File: src/rtl/i2cmb_xfer_engine.sv
`default_nettype none
// ============================================================================
//  Module   : i2cmb_xfer_engine
//  Purpose  : Wishbone master that sequences IICMB CSR/DPR/CMDR accesses for
//             one I2C transfer request (bus select, address, data bytes).
//  Option   : IRQ_WAIT_EN - wait for irq_i instead of timed CMDR polling
//  Revision : 1.0 - initial release
// ============================================================================
module i2cmb_xfer_engine #(
    parameter int NUM_BUSSES    = 16,
    parameter int WB_ADDR_WIDTH = 2,
    parameter int WB_DATA_WIDTH = 8,
    parameter int MAX_LEN       = 32,
    parameter int POLL_GAP      = 4,
    parameter int TIMEOUT_CYC   = 65535,
    localparam int LW           = $clog2(MAX_LEN + 1)
) (
    input  logic                     clk_i,
    input  logic                     rst_n_i,
    input  logic                     req_valid_i,
    output logic                     req_ready_o,
    input  logic [7:0]               req_bus_i,
    input  logic [6:0]               req_addr_i,
    input  logic                     req_rd_i,
    input  logic [LW-1:0]            req_len_i,
    input  logic                     wdata_valid_i,
    output logic                     wdata_ready_o,
    input  logic [7:0]               wdata_i,
    output logic                     rdata_valid_o,
    input  logic                     rdata_ready_i,
    output logic [7:0]               rdata_o,
    output logic                     done_o,
    output logic [2:0]               status_o,
    output logic                     cyc_o,
    output logic                     stb_o,
    output logic                     we_o,
    output logic [WB_ADDR_WIDTH-1:0] adr_o,
    output logic [WB_DATA_WIDTH-1:0] dat_o,
    input  logic [WB_DATA_WIDTH-1:0] dat_i,
    input  logic                     ack_i,
    input  logic                     irq_i
);

    localparam int c_tw = $clog2(TIMEOUT_CYC + 1);
    localparam int c_gw = $clog2(POLL_GAP + 1);

    localparam logic [c_tw-1:0] c_tmo      = c_tw'(TIMEOUT_CYC);
    localparam logic [c_gw-1:0] c_gap_last = c_gw'(POLL_GAP - 1);
    localparam logic [8:0]      c_nbus     = 9'(NUM_BUSSES);

    localparam logic [WB_ADDR_WIDTH-1:0] c_adr_csr  = WB_ADDR_WIDTH'(0);
    localparam logic [WB_ADDR_WIDTH-1:0] c_adr_dpr  = WB_ADDR_WIDTH'(1);
    localparam logic [WB_ADDR_WIDTH-1:0] c_adr_cmdr = WB_ADDR_WIDTH'(2);

`ifdef IRQ_WAIT_EN
    localparam logic [WB_DATA_WIDTH-1:0] c_csr_en = WB_DATA_WIDTH'(8'hC0);
`else
    localparam logic [WB_DATA_WIDTH-1:0] c_csr_en = WB_DATA_WIDTH'(8'h80);
`endif

    localparam logic [2:0] c_st_ok  = 3'd0;
    localparam logic [2:0] c_st_nak = 3'd1;
    localparam logic [2:0] c_st_al  = 3'd2;
    localparam logic [2:0] c_st_err = 3'd3;
    localparam logic [2:0] c_st_tmo = 3'd4;

    typedef enum logic [4:0] {
        S_INIT, S_IDLE, S_SETBUS, S_SETBUS_CMD, S_SETBUS_OK, S_START, S_ADDR,
        S_ADDR_CMD, S_XFER, S_WR_DATA, S_WR_CMD, S_RD_CMD, S_RD_DPR, S_RD_OUT,
        S_STOP, S_BUS, S_GAP, S_WAIT, S_EVAL, S_DONE
    } state_t;

    state_t                   r_state, w_state, r_ret, w_ret, r_cont, w_cont;
    logic                     r_we, w_we;
    logic [WB_ADDR_WIDTH-1:0] r_adr, w_adr;
    logic [WB_DATA_WIDTH-1:0] r_dat, w_dat, r_rd_data, w_rd_data;
    logic [c_tw-1:0]          r_timer, w_timer;
    logic [c_gw-1:0]          r_gap, w_gap;
    logic [LW-1:0]            r_cnt, w_cnt;
    logic [7:0]               r_bus, w_bus, r_cache_bus, w_cache_bus;
    logic [6:0]               r_addr, w_addr;
    logic                     r_rd, w_rd, r_cache_vld, w_cache_vld;
    logic [2:0]               r_result, w_result, r_status, w_status;
    logic                     r_xfer, w_xfer, r_reinit, w_reinit;

    // one-shot bus access request raised by the sequencing states
    logic                     w_go, w_go_we, w_poll, w_tmo_hit, w_poll_now;
    logic [WB_ADDR_WIDTH-1:0] w_go_adr;
    logic [WB_DATA_WIDTH-1:0] w_go_dat;
    state_t                   w_go_ret;
    logic                     w_unused_irq;

`ifdef IRQ_WAIT_EN
    assign w_poll_now   = irq_i;
    assign w_unused_irq = 1'b0;
`else
    assign w_poll_now   = (r_gap >= c_gap_last);
    assign w_unused_irq = irq_i;
`endif

    always_comb begin
        w_state = r_state;   w_ret = r_ret;     w_cont = r_cont;
        w_we = r_we;         w_adr = r_adr;     w_dat = r_dat;
        w_rd_data = r_rd_data; w_timer = r_timer; w_gap = r_gap;
        w_cnt = r_cnt;       w_bus = r_bus;     w_addr = r_addr;   w_rd = r_rd;
        w_cache_bus = r_cache_bus; w_cache_vld = r_cache_vld;
        w_result = r_result; w_status = r_status;
        w_xfer = r_xfer;     w_reinit = r_reinit;
        w_go = 1'b0; w_go_we = 1'b1; w_go_adr = '0; w_go_dat = '0;
        w_go_ret = r_state; w_poll = 1'b0; w_tmo_hit = 1'b0;

        if (r_state == S_BUS || r_state == S_GAP || r_state == S_WAIT || r_state == S_EVAL)
            w_timer = r_timer + c_tw'(1);

        case (r_state)
            S_INIT: begin
                w_cache_vld = 1'b0;
                w_go = 1'b1; w_go_adr = c_adr_csr; w_go_dat = c_csr_en; w_go_ret = S_IDLE;
            end
            S_IDLE: begin
                w_xfer = 1'b0;
                if (req_valid_i) begin
                    w_bus = req_bus_i; w_addr = req_addr_i; w_rd = req_rd_i;
                    w_cnt = req_len_i; w_xfer = 1'b1; w_result = c_st_ok;
                    if ({1'b0, req_bus_i} >= c_nbus) begin
                        w_result = c_st_err;
                        w_state  = S_DONE;
                    end else if (r_cache_vld && req_bus_i == r_cache_bus) begin
                        w_state = S_START;
                    end else begin
                        w_state = S_SETBUS;
                    end
                end
            end
            S_SETBUS: begin
                w_go = 1'b1; w_go_adr = c_adr_dpr; w_go_dat = WB_DATA_WIDTH'(r_bus);
                w_go_ret = S_SETBUS_CMD;
            end
            S_SETBUS_CMD: begin
                w_go = 1'b1; w_go_adr = c_adr_cmdr; w_go_dat = WB_DATA_WIDTH'(8'h06);
                w_go_ret = S_WAIT; w_cont = S_SETBUS_OK;
            end
            S_SETBUS_OK: begin
                w_cache_bus = r_bus; w_cache_vld = 1'b1; w_state = S_START;
            end
            S_START: begin
                w_go = 1'b1; w_go_adr = c_adr_cmdr; w_go_dat = WB_DATA_WIDTH'(8'h04);
                w_go_ret = S_WAIT; w_cont = S_ADDR;
            end
            S_ADDR: begin
                w_go = 1'b1; w_go_adr = c_adr_dpr; w_go_dat = WB_DATA_WIDTH'({r_addr, r_rd});
                w_go_ret = S_ADDR_CMD;
            end
            S_ADDR_CMD: begin
                w_go = 1'b1; w_go_adr = c_adr_cmdr; w_go_dat = WB_DATA_WIDTH'(8'h01);
                w_go_ret = S_WAIT; w_cont = S_XFER;
            end
            S_XFER: begin
                if (r_cnt == '0)  w_state = S_STOP;
                else if (r_rd)    w_state = S_RD_CMD;
                else              w_state = S_WR_DATA;
            end
            S_WR_DATA: begin
                if (wdata_valid_i) begin
                    w_go = 1'b1; w_go_adr = c_adr_dpr; w_go_dat = WB_DATA_WIDTH'(wdata_i);
                    w_go_ret = S_WR_CMD;
                end
            end
            S_WR_CMD: begin
                w_go = 1'b1; w_go_adr = c_adr_cmdr; w_go_dat = WB_DATA_WIDTH'(8'h01);
                w_go_ret = S_WAIT; w_cont = S_XFER; w_cnt = r_cnt - LW'(1);
            end
            S_RD_CMD: begin
                w_go = 1'b1; w_go_adr = c_adr_cmdr;
                w_go_dat = (r_cnt == LW'(1)) ? WB_DATA_WIDTH'(8'h03) : WB_DATA_WIDTH'(8'h02);
                w_go_ret = S_WAIT; w_cont = S_RD_DPR; w_cnt = r_cnt - LW'(1);
            end
            S_RD_DPR: begin
                w_go = 1'b1; w_go_we = 1'b0; w_go_adr = c_adr_dpr; w_go_ret = S_RD_OUT;
            end
            S_RD_OUT: begin
                if (rdata_ready_i) w_state = S_XFER;
            end
            S_STOP: begin
                w_go = 1'b1; w_go_adr = c_adr_cmdr; w_go_dat = WB_DATA_WIDTH'(8'h05);
                w_go_ret = S_WAIT; w_cont = S_DONE;
            end
            S_BUS: begin
                if (r_timer >= c_tmo) begin
                    w_tmo_hit = 1'b1;
                end else if (ack_i) begin
                    if (!r_we) w_rd_data = dat_i;
                    w_state = S_GAP;
                end
            end
            S_GAP: w_state = r_ret;
            S_WAIT: begin
                if (r_timer >= c_tmo) begin
                    w_tmo_hit = 1'b1;
                end else if (w_poll_now) begin
                    w_go = 1'b1; w_go_we = 1'b0; w_go_adr = c_adr_cmdr;
                    w_go_ret = S_EVAL; w_poll = 1'b1;
                end else begin
                    w_gap = r_gap + c_gw'(1);
                end
            end
            S_EVAL: begin
                // a NAK seen while already stopping must not loop back into STOP
                if (r_rd_data[7]) begin
                    w_state = r_cont;
                end else if (r_rd_data[6]) begin
                    if (r_result == c_st_ok) w_result = c_st_nak;
                    w_state = (r_cont == S_DONE) ? S_DONE : S_STOP;
                end else if (r_rd_data[5]) begin
                    w_result = c_st_al; w_cache_vld = 1'b0; w_state = S_DONE;
                end else if (r_rd_data[4]) begin
                    w_result = c_st_err; w_cache_vld = 1'b0; w_state = S_DONE;
                end else begin
                    w_state = S_WAIT;
                end
            end
            S_DONE: begin
                w_state  = r_reinit ? S_INIT : S_IDLE;
                w_reinit = 1'b0;
                w_xfer   = 1'b0;
            end
            default: w_state = S_INIT;
        endcase

        if (w_go) begin
            w_state = S_BUS; w_we = w_go_we; w_adr = w_go_adr; w_dat = w_go_dat;
            w_ret = w_go_ret; w_gap = '0;
            if (!w_poll) w_timer = '0;
        end

        if (w_tmo_hit) begin
            w_result = c_st_tmo; w_cache_vld = 1'b0; w_reinit = 1'b1;
            w_state  = r_xfer ? S_DONE : S_INIT;
        end

        if (w_state == S_DONE && r_state != S_DONE)
            w_status = w_result;
    end

    always_ff @(posedge clk_i or negedge rst_n_i) begin
        if (!rst_n_i) begin
            r_state <= S_INIT;  r_ret <= S_INIT;  r_cont <= S_INIT;
            r_we <= 1'b0;  r_adr <= '0;  r_dat <= '0;  r_rd_data <= '0;
            r_timer <= '0; r_gap <= '0;  r_cnt <= '0;
            r_bus <= '0;   r_addr <= '0; r_rd <= 1'b0;
            r_cache_bus <= '0; r_cache_vld <= 1'b0;
            r_result <= c_st_ok; r_status <= c_st_ok;
            r_xfer <= 1'b0; r_reinit <= 1'b0;
        end else begin
            r_state <= w_state;  r_ret <= w_ret;  r_cont <= w_cont;
            r_we <= w_we;  r_adr <= w_adr;  r_dat <= w_dat;  r_rd_data <= w_rd_data;
            r_timer <= w_timer; r_gap <= w_gap; r_cnt <= w_cnt;
            r_bus <= w_bus;  r_addr <= w_addr;  r_rd <= w_rd;
            r_cache_bus <= w_cache_bus; r_cache_vld <= w_cache_vld;
            r_result <= w_result; r_status <= w_status;
            r_xfer <= w_xfer; r_reinit <= w_reinit;
        end
    end

    assign req_ready_o   = (r_state == S_IDLE);
    assign cyc_o         = (r_state == S_BUS);
    assign stb_o         = cyc_o;
    assign we_o          = cyc_o & r_we;
    assign adr_o         = cyc_o ? r_adr : '0;
    assign dat_o         = we_o ? r_dat : '0;
    assign done_o        = (r_state == S_DONE);
    assign status_o      = r_status;
    assign wdata_ready_o = (r_state == S_WR_DATA);
    assign rdata_valid_o = (r_state == S_RD_OUT);
    assign rdata_o       = rdata_valid_o ? r_rd_data[7:0] : 8'h00;

endmodule
`default_nettype wire

File: config.mk
export PLATFORM = sky130hd
export DESIGN_NAME = i2cmb_xfer_engine
export DESIGN_NICKNAME = d
export VERILOG_FILES = /design/src/rtl/i2cmb_xfer_engine.sv
export SDC_FILE = /design/constraint.sdc
export NUM_CORES = 1
export LEC_CHECK = 0
export ABC_AREA = 1
export CAP_MARGIN = 10
export CORE_MARGIN = 3
export CORE_UTILIZATION = 45
export CTS_BUF_LIST = sky130_fd_sc_hd__clkbuf_4 sky130_fd_sc_hd__clkbuf_8
export DETAILED_ROUTE_END_ITERATION = 10
export DONT_BUFFER_PORTS = 1
export GPL_TIMING_DRIVEN = 0
export PLACE_DENSITY = 0.56
export REMOVE_ABC_BUFFERS = 1
export SYNTH_ARGS = -nofsm -noshare
export SYNTH_HDL_FRONTEND = slang
export SYNTH_SLANG_ARGS = --single-unit
File: constraint.sdc
create_clock -name clk_i -period 3.4 [get_ports clk_i]
set_input_delay 0.34 -clock clk_i [delete_from_list [all_inputs] [get_ports clk_i]]
set_output_delay 0.34 -clock clk_i [all_outputs]
set_load 0.005 [all_outputs]
Yosys cells after proc, flatten, opt, wreduce, memory -nomap -nowiden
Cells that the tools add are included.
Storage, ports and cells
  bits in registers: 92
  input port bits: 45
  logic and storage cells: 155
Cells by class
  add/sub/neg operators: 3
  magnitude comparators: 3
  equal/unequal tests: 30
  muxes and demuxes: 71
  bitwise gates (word level): 3
  reduce and logical (&&, ||, !) cells: 26
Operators with widths (count)
  $pmux W8 S9: 1
  $mux W5: 14
  $mux W16: 3
  $pmux W5 S9: 1
  $eq A5 B4 Y1 const B: 8
  $mux W3: 13
  $pmux W5 S7: 1
  $eq A5 B5 Y1 const B: 6
  $pmux W5 S5: 1
  $mux W8: 3
  $eq A5 B3 Y1 const B: 4
  $mux W1: 19
  $add A16 B1 Y16 const B: 1
  $ge A16 B16 Y1 const B: 1
  $mux W2: 7
  $pmux W6 S2: 1
  $reduce_or A12 Y1: 1
  $eq A5 B2 Y1 const B: 2
  $reduce_or A10 Y1: 1
  $eq A8 B8 Y1: 1
  $ge A8 B5 Y1 const B: 1
  $pmux W2 S4: 1
  $reduce_and A4 Y1: 2
  $reduce_bool A2 Y1: 4
  other kinds (27): 39

Logic depth before layout (Yosys ltp)
Gate-level depths: netlist of the first run.
  word-level depth: 10
  mapped depth: 17
  depth with buffers taken out: 17

Worst setup path before layout of the first run
OpenSTA, ideal clock, no wires.
  path type: reg-to-reg
  start: reg r_timer[0]
  end: reg r_status[0], in the netlist status_o[0]
  arrival time: 1824 ps
  data required time: 3283 ps
  setup slack: 1460 ps
  cell stages (with the launch flop): 16
  path buffers: 0
  clock period less this slack: 1940 ps
  cell sequence: dfrtp_1 -> ha_1 -> inv_1 -> nor2_1 -> nand2_1 -> nor2_1 -> inv_1 -> o21ai_1 -> nor2_1 -> nor2_8 -> o21ai_2 -> a21oi_1 -> nor2_2 -> nand2_2 -> nand2_1 -> nand2_1
Between the ends
  word-level cells in the longest chain between the ends: 7
  elaborated cells between the ends (all ways): 12
Ends and longest elaborated chain
  start, declared: RTL line 77  | logic [c_tw-1:0] r_timer, w_timer;
  start signal, assigned: RTL line 257  | r_timer <= w_timer; r_gap <= w_gap; r_cnt <= w_cnt;
  $ge A16 B16 Y1 (*): RTL line 189, 198
  $mux W5 or $mux W1 (tied branches): RTL line 189, 198
  $pmux W5 S9 or $pmux W1 S3 (tied branches): RTL line 115  | case (r_state)
  $mux W5: RTL line 230  | if (w_go) begin
  $mux W5: RTL line 236  | if (w_tmo_hit) begin
  $eq A5 B5 Y1: RTL line 241  | if (w_state == S_DONE && r_state != S_DONE)
  $logic_and A1 B1 Y1: RTL line 241
  end signal, assigned: RTL line 252  | r_result <= c_st_ok; r_status <= c_st_ok;
  end signal, assigned: RTL line 260  | r_result <= w_result; r_status <= w_status;
  end, declared: RTL line 83  | logic [2:0] r_result, w_result, r_status, w_status;
Every way passes the cells marked *; elsewhere a longest branch is shown, timed or not.
A chain may end at the register's enable or synchronous reset.

Final worst setup path of the first run
  start: reg r_state[4]
  end: reg r_gap[1]
Between the ends
  elaborated cells between the ends (all ways): 19
RTL lines
  start, declared: RTL line 73  | state_t r_state, w_state, r_ret, w_ret, r_cont, w_cont;
  start signal, assigned: RTL line 255  | r_state <= w_state; r_ret <= w_ret; r_cont <= w_cont;
  $eq A5 B4 Y1 (*)
  named net wdata_ready_o: RTL line 27  | output logic wdata_ready_o,
  $pmux W1 S3 (*): RTL line 115
  $ne A2 B2 Y1 (no source line) or $reduce_bool A2 Y1 (tied branches)
  $reduce_and A3 Y1 (no source line)
  end signal, assigned: RTL line 257
  end, declared: RTL line 78  | logic [c_gw-1:0] r_gap, w_gap;
The timed path passes the listed nets; every way through them passes the cells marked *.

==> flow_metrics.py, run 1 <==
metrics = {
    "outcome": {
        "status": "finished clean",
    },
    "route": {
        "detail_route.vias_per_cell": 5.25,
        "drc_errors": 0,
        "highest_layer": "met4",
        "wl_met1_um": 6040,
        "wl_met2_um": 5650,
        "vias": 4347,
        "drt-total-wl_um": 12700,
        "drtAntennaViolNets": 0,
        "dr.pass1.iters": 7,
        "met3_wirelength_um": 881,
        "drt_iter0_drc": 379,
        "wl_per_cell_um": 15.4,
    },
    "floorplan": {
        "die_area_um2": 12700,
        "core_um2": 11000,
        "std_cell_rows": 38,
        "initial_core_util_pct": 46.6,
        "die_h_um": 113,
        "ios": 73,
        "fp.dieW_um": 113,
    },
    "synth": {
        "synthArstFlopShare_pct": 100,
        "ys_ff_latch": 91,
        "yosysUniqueCellTypes": 48,
        "synth-seq-area-share_pct": 44.5,
        "synth-edff-count": 0,
        "ys.flop_type": "dfrtp_1",
        "syn_area_um2": 5120,
        "syn_area_per_cell_um2": 7.47,
        "netlist_instances": 685,
        "yosys_warnings": 0,
    },
    "setup_path": {
        "worstSetupStartpointType": "flop",
        "arrival_ns": 3.17,
        "critPathBufInv": 3,
        "critical_path_required_ns": 3.66,
        "crit_type": "reg -> reg",
        "max_stage_delay_ns": 0.56,
        "critPathMaxFanout": 13,
        "path_cells": "inv_4 -> nand3_2 -> nor2_1 -> inv_2 -> nor2_2 -> nor2_1 -> nand2_2 -> nor2_8 -> inv_1 -> nor2_1 -> a32o_1",
        "cp-end-kind": "flop",
        "cp_top_family": "simple AND/OR/NAND/NOR gates",
        "crit_top_cell": "nor2_1",
        "cpMaxStageDelayCell": "dfrtp_1",
    },
    "cts": {
        "root_buffer": "clkbuf_8",
        "cts_tree": "built",
        "numCtsBuffers": 9,
        "htree_levels": 3,
        "clock_latency_ns": 0.37,
        "post_cts_buffers": 0,
        "clock_path_buffers": 2,
        "clock_sinks": 91,
        "path_clk_slew_ns": 0.08,
    },
    "power_and_ir_drop": {
        "cellLeakagePower_nw": 2.69,
        "total_power_mw": 4.56,
        "powerDensity_nw_per_um2": 839,
        "ir_worst_vdd_mv": 0.437,
    },
    "place": {
        "dpl_cell_area_um2": 5210,
        "gp_congestion": 0.902,
        "portBuffers": 0,
        "hpwl_um": 9680,
    },
    "sta": {
        "hold_ws_ns": 0.0845,
        "tns_ns": 0,
        "slew-limit-headroom_pct": 43.9,
        "slew_violations": 0,
        "period_needed_ns": 2.90,
        "hold_viol_final": 0,
        "tightest_slew_ns": 0.837,
        "max_freq_ghz": 0.344,
        "post-route-period-util_pct": 85.4,
        "rsz0062_at_grt": "false",
        "finClkSkew_ns": 0.0111,
        "setup_viol": 0,
    },
    "finish": {
        "drive_above_1_share_pct": 9.16,
        "num_antenna_cells": 0,
        "final_area_um2": 5440,
        "syn_to_final_growth_pct": 6.18,
        "final_common_cell": "nand2_1",
        "utilization_pct": 49.5,
        "final_cell_mix": "145 x nand2_1, 110 x inv_1, 93 x nor2_1",
        "nNetsFinal": 734,
    },
    "run": {
        "cap_violations": 0,
    },
    "global_route": {
        "grt.overflow.total": 0,
        "grt_pass1_vias": 4349,
        "grt_max_degree": 92,
        "grt_usage_pct": 21.5,
        "antenna_found_initial": 0,
        "grt_pass1_wl_um": 21700,
    },
    "worst_hold_path": {
        "hold_path_class": "in -> reg",
    },
}
-- worst paths after layout --
kind / startpoint / end / slack, ns / cells past startpoint
worst max-delay path: r_state[4] / r_gap[1] / 0.50 / 11
worst min-delay path: req_bus_i[1] / r_bus[1] / 0.08 / 2
worst max register to register: r_state[4] / r_gap[1] / 0.50 / 11
worst min register to register: r_ret[4] / r_ret[4] / 0.48 / 2
max in group asynchronous: rst_n_i / r_cont[0] / 2.50 / 2
min in group asynchronous: rst_n_i / r_cache_bus[0] / 0.51 / 2
-- per-layer routing --
layer / global-route usage [%] / vias to the layer above
met3: 4.26 / 10
met1: 30.4 / 2035
li1: - / 2176
met2: 33.1 / 126
met5: 0 / -
met4: 7.29 / 0
-- worst register-to-register path, stage by stage (launching register included) --
cell     delay (ns)
dfrtp_1        0.56
inv_4          0.17
nand3_2        0.14
nor2_1         0.27
inv_2          0.08
nor2_2         0.39
nor2_1         0.10
nand2_2        0.28
nor2_8         0.11
inv_1          0.34
nor2_1         0.14
a32o_1         0.23
-- cell families after synthesis --
kind of cell	share of synthesized area (%)
XOR/XNOR	1.20
multiplexers	0.196
buffers and inverters	10.6
AO/OA/AOI/OAI	14.0
AND/OR/NAND/NOR	28.1
adder cells (fa/ha/maj)	1.47
flip-flops	44.5
-- Yosys cell counts (2+ instances only) --
library cell	count	area (µm²)
o211ai_1	4	30.0
o21a_1	2	15.0
dfrtp_1	91	2280
nor2_1	94	353
nand2_1	145	544
xor2_1	6	52.6
nand2_2	8	50.1
ha_1	6	75.1
nor3_1	7	35.0
o22ai_1	8	50.1
o2111ai_1	2	17.5
a211oi_1	3	22.5
nand3_2	3	30.0
nand3_1	29	145
buf_6	2	22.5
nor2_4	6	67.6
nor3_2	2	20.0
o21ai_0	55	275
nor2_2	9	56.3
buf_4	4	30.0
a21oi_1	37	185
nand4_1	10	62.6
inv_2	9	33.8
inv_1	110	413
a31oi_1	3	18.8
clkbuf_1	8	30.0
-- power breakdown --
group          switching (mW)  internal [mW]  leakage [nW]
sequential              0.273           1.48          1.12
combinational            1.45          0.643          1.46
clock                   0.376          0.340        0.0976
total                    2.10           2.47          2.69
-- metrics by stage --
stage | instances | worst slack [ns]
6_report | 828 | 0.496
5_1_grt | 828 | 0.239
4_1_cts | 828 | 0.238
3_5_place_dp | 810 | 0.249
3_3_place_gp | 810 | 0.291
2_1_floorplan | 670 | 1.10
-- state kept, by name, indices dropped and copies added (netlist names) --
register / count
r_cnt: 6
r_cache_bus: 8
r_cache_vld: 1
r_rd_data: 8
r_rd: 1
status_o: 3
r_we: 1
r_ret: 5
r_dat: 8
r_gap: 3
r_xfer: 1
r_timer: 16
r_cont: 4
r_bus: 8
r_adr: 2
r_state: 5
r_result: 3
r_reinit: 1
r_addr: 7
-- repair_timing --
| action | in CTS | in global routing |
|---|---|---|
| setup endpoints to repair | 0 | 1 |
| resized for setup | 0 | 1 |
| endpoints found under the hold margin | 91 | 0 |
| hold buffers | 2 | 0 |
-- layout make-up --
class | count | area [µm²]
tap | 140 | 175
inverter | 120 | 453
fill | 1088 | 5550
clock buffer | 15 | 181
sequential | 91 | 2280
multi-input combinational | 459 | 2300
clock inverter | 1 | 7.51
timing repair buffer | 2 | 37.5
Power figures use the tool's default switching activity.
==> run 2, diff against run 1 <==
--- a/config.mk
+++ b/config.mk
@@ -11,9 +11,8 @@
 export CORE_UTILIZATION = 45
 export CTS_BUF_LIST = sky130_fd_sc_hd__clkbuf_4 sky130_fd_sc_hd__clkbuf_8
 export DETAILED_ROUTE_END_ITERATION = 10
-export DONT_BUFFER_PORTS = 1
 export GPL_TIMING_DRIVEN = 0
-export PLACE_DENSITY = 0.56
+export PLACE_DENSITY = 0.64
 export REMOVE_ABC_BUFFERS = 1
 export SYNTH_ARGS = -nofsm -noshare
 export SYNTH_HDL_FRONTEND = slang
==> run 2 against run 1 <==
  * Combinational power grew 11%
  * Clock power increased by 4.7%
  * Flip-flop and latch count unchanged
  * Non-clock buffer count grew 71
  * Critical endpoint is now dat_o[7]
==> flow_metrics.py, run 2 (synthesized netlist as in run 1, its figures left out) <==
metrics = {
    "global_route": {
        "antenna_found_initial": 0,
        "grt_usage_pct": 22.2,
        "grt_pass1_vias": 4518,
        "grt.overflow.total": 0,
        "grt_pass1_wl_um": 22300,
        "grt_max_degree": 52,
    },
    "sta": {
        "period_needed_ns": 3.07,
        "rsz0062_at_grt": "false",
        "post-route-period-util_pct": 90.3,
        "tns_ns": 0,
        "setup_viol": 0,
        "slew_violations": 0,
        "max_freq_ghz": 0.326,
        "tightest_slew_ns": 0.827,
        "finClkSkew_ns": 0.00728,
        "hold_ws_ns": 0.480,
        "hold_viol_final": 0,
        "slew-limit-headroom_pct": 44.6,
    },
    "floorplan": {
        "ios": 73,
        "initial_core_util_pct": 46.6,
        "die_area_um2": 12700,
        "fp.dieW_um": 113,
        "core_um2": 11000,
        "die_h_um": 113,
        "std_cell_rows": 38,
    },
    "worst_hold_path": {
        "hold_start": "r_ret[4]",
        "hold_path_class": "reg -> reg",
        "whs_path_depth": 2,
        "whs_endpoint": "r_ret[4]",
    },
    "cts": {
        "root_buffer": "clkbuf_8",
        "clock_sinks": 91,
        "cts_tree": "built",
        "clock_latency_ns": 0.37,
        "path_clk_slew_ns": 0.08,
        "htree_levels": 3,
        "clock_path_buffers": 2,
        "numCtsBuffers": 9,
    },
    "route": {
        "drt_iter0_drc": 356,
        "drtAntennaViolNets": 0,
        "drt-total-wl_um": 13500,
        "dr.pass1.iters": 6,
        "drc_errors": 0,
        "wl_per_cell_um": 15.0,
        "detail_route.vias_per_cell": 5.15,
        "vias": 4633,
    },
    "outcome": {
        "status": "finished clean",
    },
    "setup_path": {
        "critPathMaxFanout": 9,
        "reg2reg_from": "r_state[4]",
        "crit_type": "reg -> out",
        "setup.worst_path.start": "r_state[3]",
        "r2r-end": "r_gap[1]",
        "arrival_ns": 2.73,
        "worstSetupStartpointType": "flop",
        "critical_path_required_ns": 3.06,
        "rrSetupSlack_ns": 0.43,
        "cp-end-kind": "output port",
        "r2r_cells": 11,
    },
    "finish": {
        "final_area_um2": 6150,
        "utilization_pct": 56.0,
        "final_cell_mix": "145 x nand2_1, 110 x inv_1, 93 x nor2_1",
        "num_antenna_cells": 0,
        "nNetsFinal": 805,
        "regMostFlops": "r_timer",
        "final_common_cell": "nand2_1",
        "drive_above_1_share_pct": 8.43,
        "syn_to_final_growth_pct": 20.2,
        "fin_cells": 899,
        "largest_reg_flops": 16,
    },
    "place": {
        "hpwl_um": 10100,
        "dp.cells": 882,
        "gp_congestion": 0.945,
        "dpl_cell_area_um2": 5940,
        "portBuffers": 71,
    },
    "power_and_ir_drop": {
        "cellLeakagePower_nw": 2.96,
        "ir_worst_vdd_mv": 0.341,
        "powerDensity_nw_per_um2": 787,
    },
    "run": {
        "cap_violations": 0,
    },
}
run 2: cell types whose count changed in the layout (fill, tap and decap cells not counted):
cell	change
clkbuf_8	-1
bufinv_16	+1
clkbuf_4	-3
clkdlybuf4s50_1	+70
clkinv_2	+3
buf_4	+1
run 2: cell type report:
| type | instances | area, µm² |
|---|---|---|
| clock buffers | 11 | 145 |
| clock inverters | 5 | 52.6 |
| fillers | 1072 | 4830 |
| inverters | 120 | 453 |
| multi-input cells | 459 | 2300 |
| flip-flops and latches | 91 | 2280 |
| well taps | 140 | 175 |
| repair buffers | 73 | 746 |
run 2: worst max-delay path by stage:
stage | to | slack, ns | depth (start not counted)
after floorplan | r_gap[1] | 1.10 | 11
after global placement | r_timer[6] | -1.44 | 1
after detailed placement | r_gap[1] | 0.19 | 11
after CTS | r_gap[1] | 0.18 | 11
after global routing | dat_o[7] | 0.14 | 7
final | dat_o[7] | 0.33 | 7
run 2: power breakdown:
part           internal (mW)  leakage (nW)  switching (mW)  total [mW]
Combinational          0.821          1.73            1.51        2.33
Sequential              1.48          1.12           0.278        1.76
Clock                  0.364         0.103           0.386       0.750
run 2: what timing repair did:
item / 4_1_cts / 5_1_grt
setup buffers: 0 / 0
endpoints found under the hold margin: 40 / 0
endpoints found under the setup margin: 0 / 11
gates resized for setup: 0 / 1
hold buffers: 1 / 0
run 2: worst max-delay path, cell delays in order, from the launching register on:
cell	delay (ns)
dfrtp_1	0.63
nand3_2	0.27
nor2_4	0.28
inv_1	0.11
nor2_1	0.17
inv_1	0.22
nor2_1	0.16
clkdlybuf4s50_1	0.51
run 2: per-stage QoR:
stage	setup slack, ns	total power [mW]
after CTS	0.178	4.88
after global placement	-1.44	4.04
after global routing	0.139	5.28
final	0.328	4.84
after floorplan	1.10	3.28
after detailed placement	0.189	4.10
run 2: routing by layer:
metal / vias to the layer above / global-route usage (%) / routed length [µm]
met5: - / 0 / 0
met3: 25 / 3.83 / 623
met2: 141 / 33.1 / 5970
li1: 2318 / - / -
met1: 2149 / 31.4 / 6540
met4: 0 / 10.3 / 378
==> run 3, diff against run 2 <==
==> constraint.sdc (replaced) <==
create_clock -name clk_i -period 3.6 [get_ports clk_i]
set_input_delay 0.36 -clock clk_i [delete_from_list [all_inputs] [get_ports clk_i]]
set_output_delay 0.36 -clock clk_i [all_outputs]
set_load 0.005 [all_outputs]
==> run 3 against run 2 <==
  * Setup slack better by 0.037 ns
  * Routed wire length about the same
  * Critical path depth up 4
  * Final area about the same
  * Via count about the same
  * Sequential share of layout area about the same
  * Non-clock buffer count unchanged
  * Power down 5.6%
  * Flip-flop and latch count unchanged
  * Critical path type is now reg -> reg
==> flow_metrics.py, run 3 (synthesized netlist as in run 1, its figures left out) <==
metrics = {
    "outcome": {
        "status": "finished clean",
    },
    "finish": {
        "syn_to_final_growth_pct": 20.1,
        "nFillCells": 1073,
        "num_antenna_cells": 0,
        "largest_reg_flops": 16,
        "nNetsFinal": 805,
        "area.sequential_um2": 2280,
        "drive_above_1_share_pct": 8.30,
        "multi_input_area_um2": 2300,
        "final_area_um2": 6150,
        "regMostFlops": "r_timer",
        "final_common_cell": "nand2_1",
        "final_cell_mix": "145 x nand2_1, 110 x inv_1, 94 x nor2_1",
    },
    "route": {
        "detail_route.vias_per_cell": 5.16,
        "drt-total-wl_um": 13500,
        "drc_errors": 0,
        "vias": 4637,
        "drtAntennaViolNets": 0,
        "wl_per_cell_um": 15.0,
        "drt_iter0_drc": 311,
        "dr.pass1.iters": 7,
    },
    "floorplan": {
        "die_h_um": 113,
        "ios": 73,
        "fp.dieW_um": 113,
        "std_cell_rows": 38,
        "die_area_um2": 12700,
        "initial_core_util_pct": 46.6,
        "core_um2": 11000,
    },
    "place": {
        "hpwl_um": 10100,
        "portBuffers": 71,
        "gp_congestion": 0.945,
        "dpl_cell_area_um2": 5940,
        "dp_slack_ns": 0.389,
    },
    "global_route": {
        "grt_max_degree": 52,
        "grt.overflow.total": 0,
        "grt_pass1_wl_um": 22300,
        "grt_pass1_vias": 4518,
        "grt_usage_pct": 22.2,
        "antenna_found_initial": 0,
    },
    "setup_path": {
        "rrSetupSlack_ns": 0.37,
        "cp-end-kind": "flop",
        "max_stage_delay_ns": 0.69,
        "reg2reg_from": "r_state[4]",
        "critical_path_required_ns": 3.86,
        "cpMaxStageDelayCell": "nor2_1",
        "r2r_cells": 11,
        "worstSetupStartpointType": "flop",
        "arrival_ns": 3.50,
        "r2r-end": "r_gap[1]",
        "crit_top_cell": "nor2_1",
        "critPathMaxFanout": 13,
        "path_cells": "inv_4 -> nand3_2 -> nor2_1 -> inv_2 -> nor2_1 -> nor2_1 -> nand2_2 -> nor2_8 -> inv_1 -> nor2_1 -> a32o_1",
        "crit_type": "reg -> reg",
    },
    "cts": {
        "numCtsBuffers": 9,
        "clock_path_buffers": 2,
        "cts-resized-gates": 0,
        "cts_tree": "built",
        "clock_latency_ns": 0.37,
        "root_buffer": "clkbuf_8",
        "htree_levels": 3,
        "path_clk_slew_ns": 0.08,
        "clock_sinks": 91,
    },
    "power_and_ir_drop": {
        "cellLeakagePower_nw": 2.96,
        "ir_worst_vdd_mv": 0.322,
        "powerDensity_nw_per_um2": 743,
        "total_power_mw": 4.57,
    },
    "sta": {
        "timing.final.ws_setup_ns": 0.365,
        "finClkSkew_ns": 0.00881,
        "tightest_slew_ns": 0.905,
        "slew-limit-headroom_pct": 39.4,
        "hold_viol_final": 0,
        "max_freq_ghz": 0.309,
        "setup_viol": 0,
        "hold_ws_ns": 0.480,
        "post-route-period-util_pct": 89.9,
        "rsz0062_at_grt": "false",
        "slew_violations": 0,
        "period_needed_ns": 3.23,
        "tns_ns": 0,
    },
    "run": {
        "cap_violations": 0,
    },
    "worst_hold_path": {
        "whs_endpoint": "r_ret[4]",
        "hold_start": "r_ret[4]",
        "hold_path_class": "reg -> reg",
        "whs_path_depth": 2,
    },
}
-- run 3: changes by cell type in the layout (fill, tap and decap cells not counted) --
cell	before	now
nor2_2	10	9
nor2_1	93	94
-- run 3: what timing repair did --
action / in CTS / in global routing
hold endpoints to repair: 40 / 0
hold buffers: 1 / 0
endpoints found under the setup margin: 0 / 0
setup buffers: 0 / 0
-- run 3: worst max-delay path by stage --
| stage | startpoint | to | slack (ns) |
|---|---|---|---|
| finish | r_state[4] | r_gap[1] | 0.37 |
| global route | r_state[4] | r_gap[1] | 0.03 |
| CTS | r_state[4] | r_gap[1] | 0.38 |
| detailed placement | r_state[4] | r_gap[1] | 0.39 |
| global placement | rst_n_i | r_timer[6] | -1.26 |
| floorplan | r_state[4] | r_gap[1] | 1.30 |
-- run 3: cell type report --
class / instances / area share, %
multi-input combinational: 459 / 37.4
sequential: 91 / 37.0
timing repair buffer: 73 / 12.1
inverter: 120 / 7.36
tap: 140 / 2.85
clock buffer: 11 / 2.36
clock inverter: 5 / 0.854
-- run 3: worst max-delay path, delay by kind of cell, from the launching register on --
kind | cells | cell delay (ns)
AOI/OAI and AO/OA | 1 | 0.23
buffers and inverters | 3 | 0.60
and+or+nand+nor | 7 | 1.73
DFF | 1 | 0.56
-- run 3: metrics by stage --
stage / utilization (%) / cells
3_5_place_dp: 54.1 / 882
6_report: 56.0 / 899
4_1_cts: 56.0 / 899
5_1_grt: 56.0 / 899
3_3_place_gp: 53.9 / 881
2_1_floorplan: - / 670
-- run 3: power breakdown --
part | total, mW | switching (mW) | internal (mW)
sequential | 1.66 | 0.262 | 1.40
clock | 0.712 | 0.367 | 0.344
combinational | 2.20 | 1.42 | 0.775
total | 4.57 | 2.05 | 2.52
-- run 3: layer usage --
layer / routed length (µm) / global-route usage, % / vias up / part of all wire (%)
li1: - / - / 2319 / -
met1: 6480 / 31.4 / 2146 / 48
met2: 6020 / 33.1 / 150 / 45
met3: 667 / 3.83 / 22 / 4.9
met4: 335 / 10.3 / 0 / 2.5
met5: 0 / 0 / - / 0
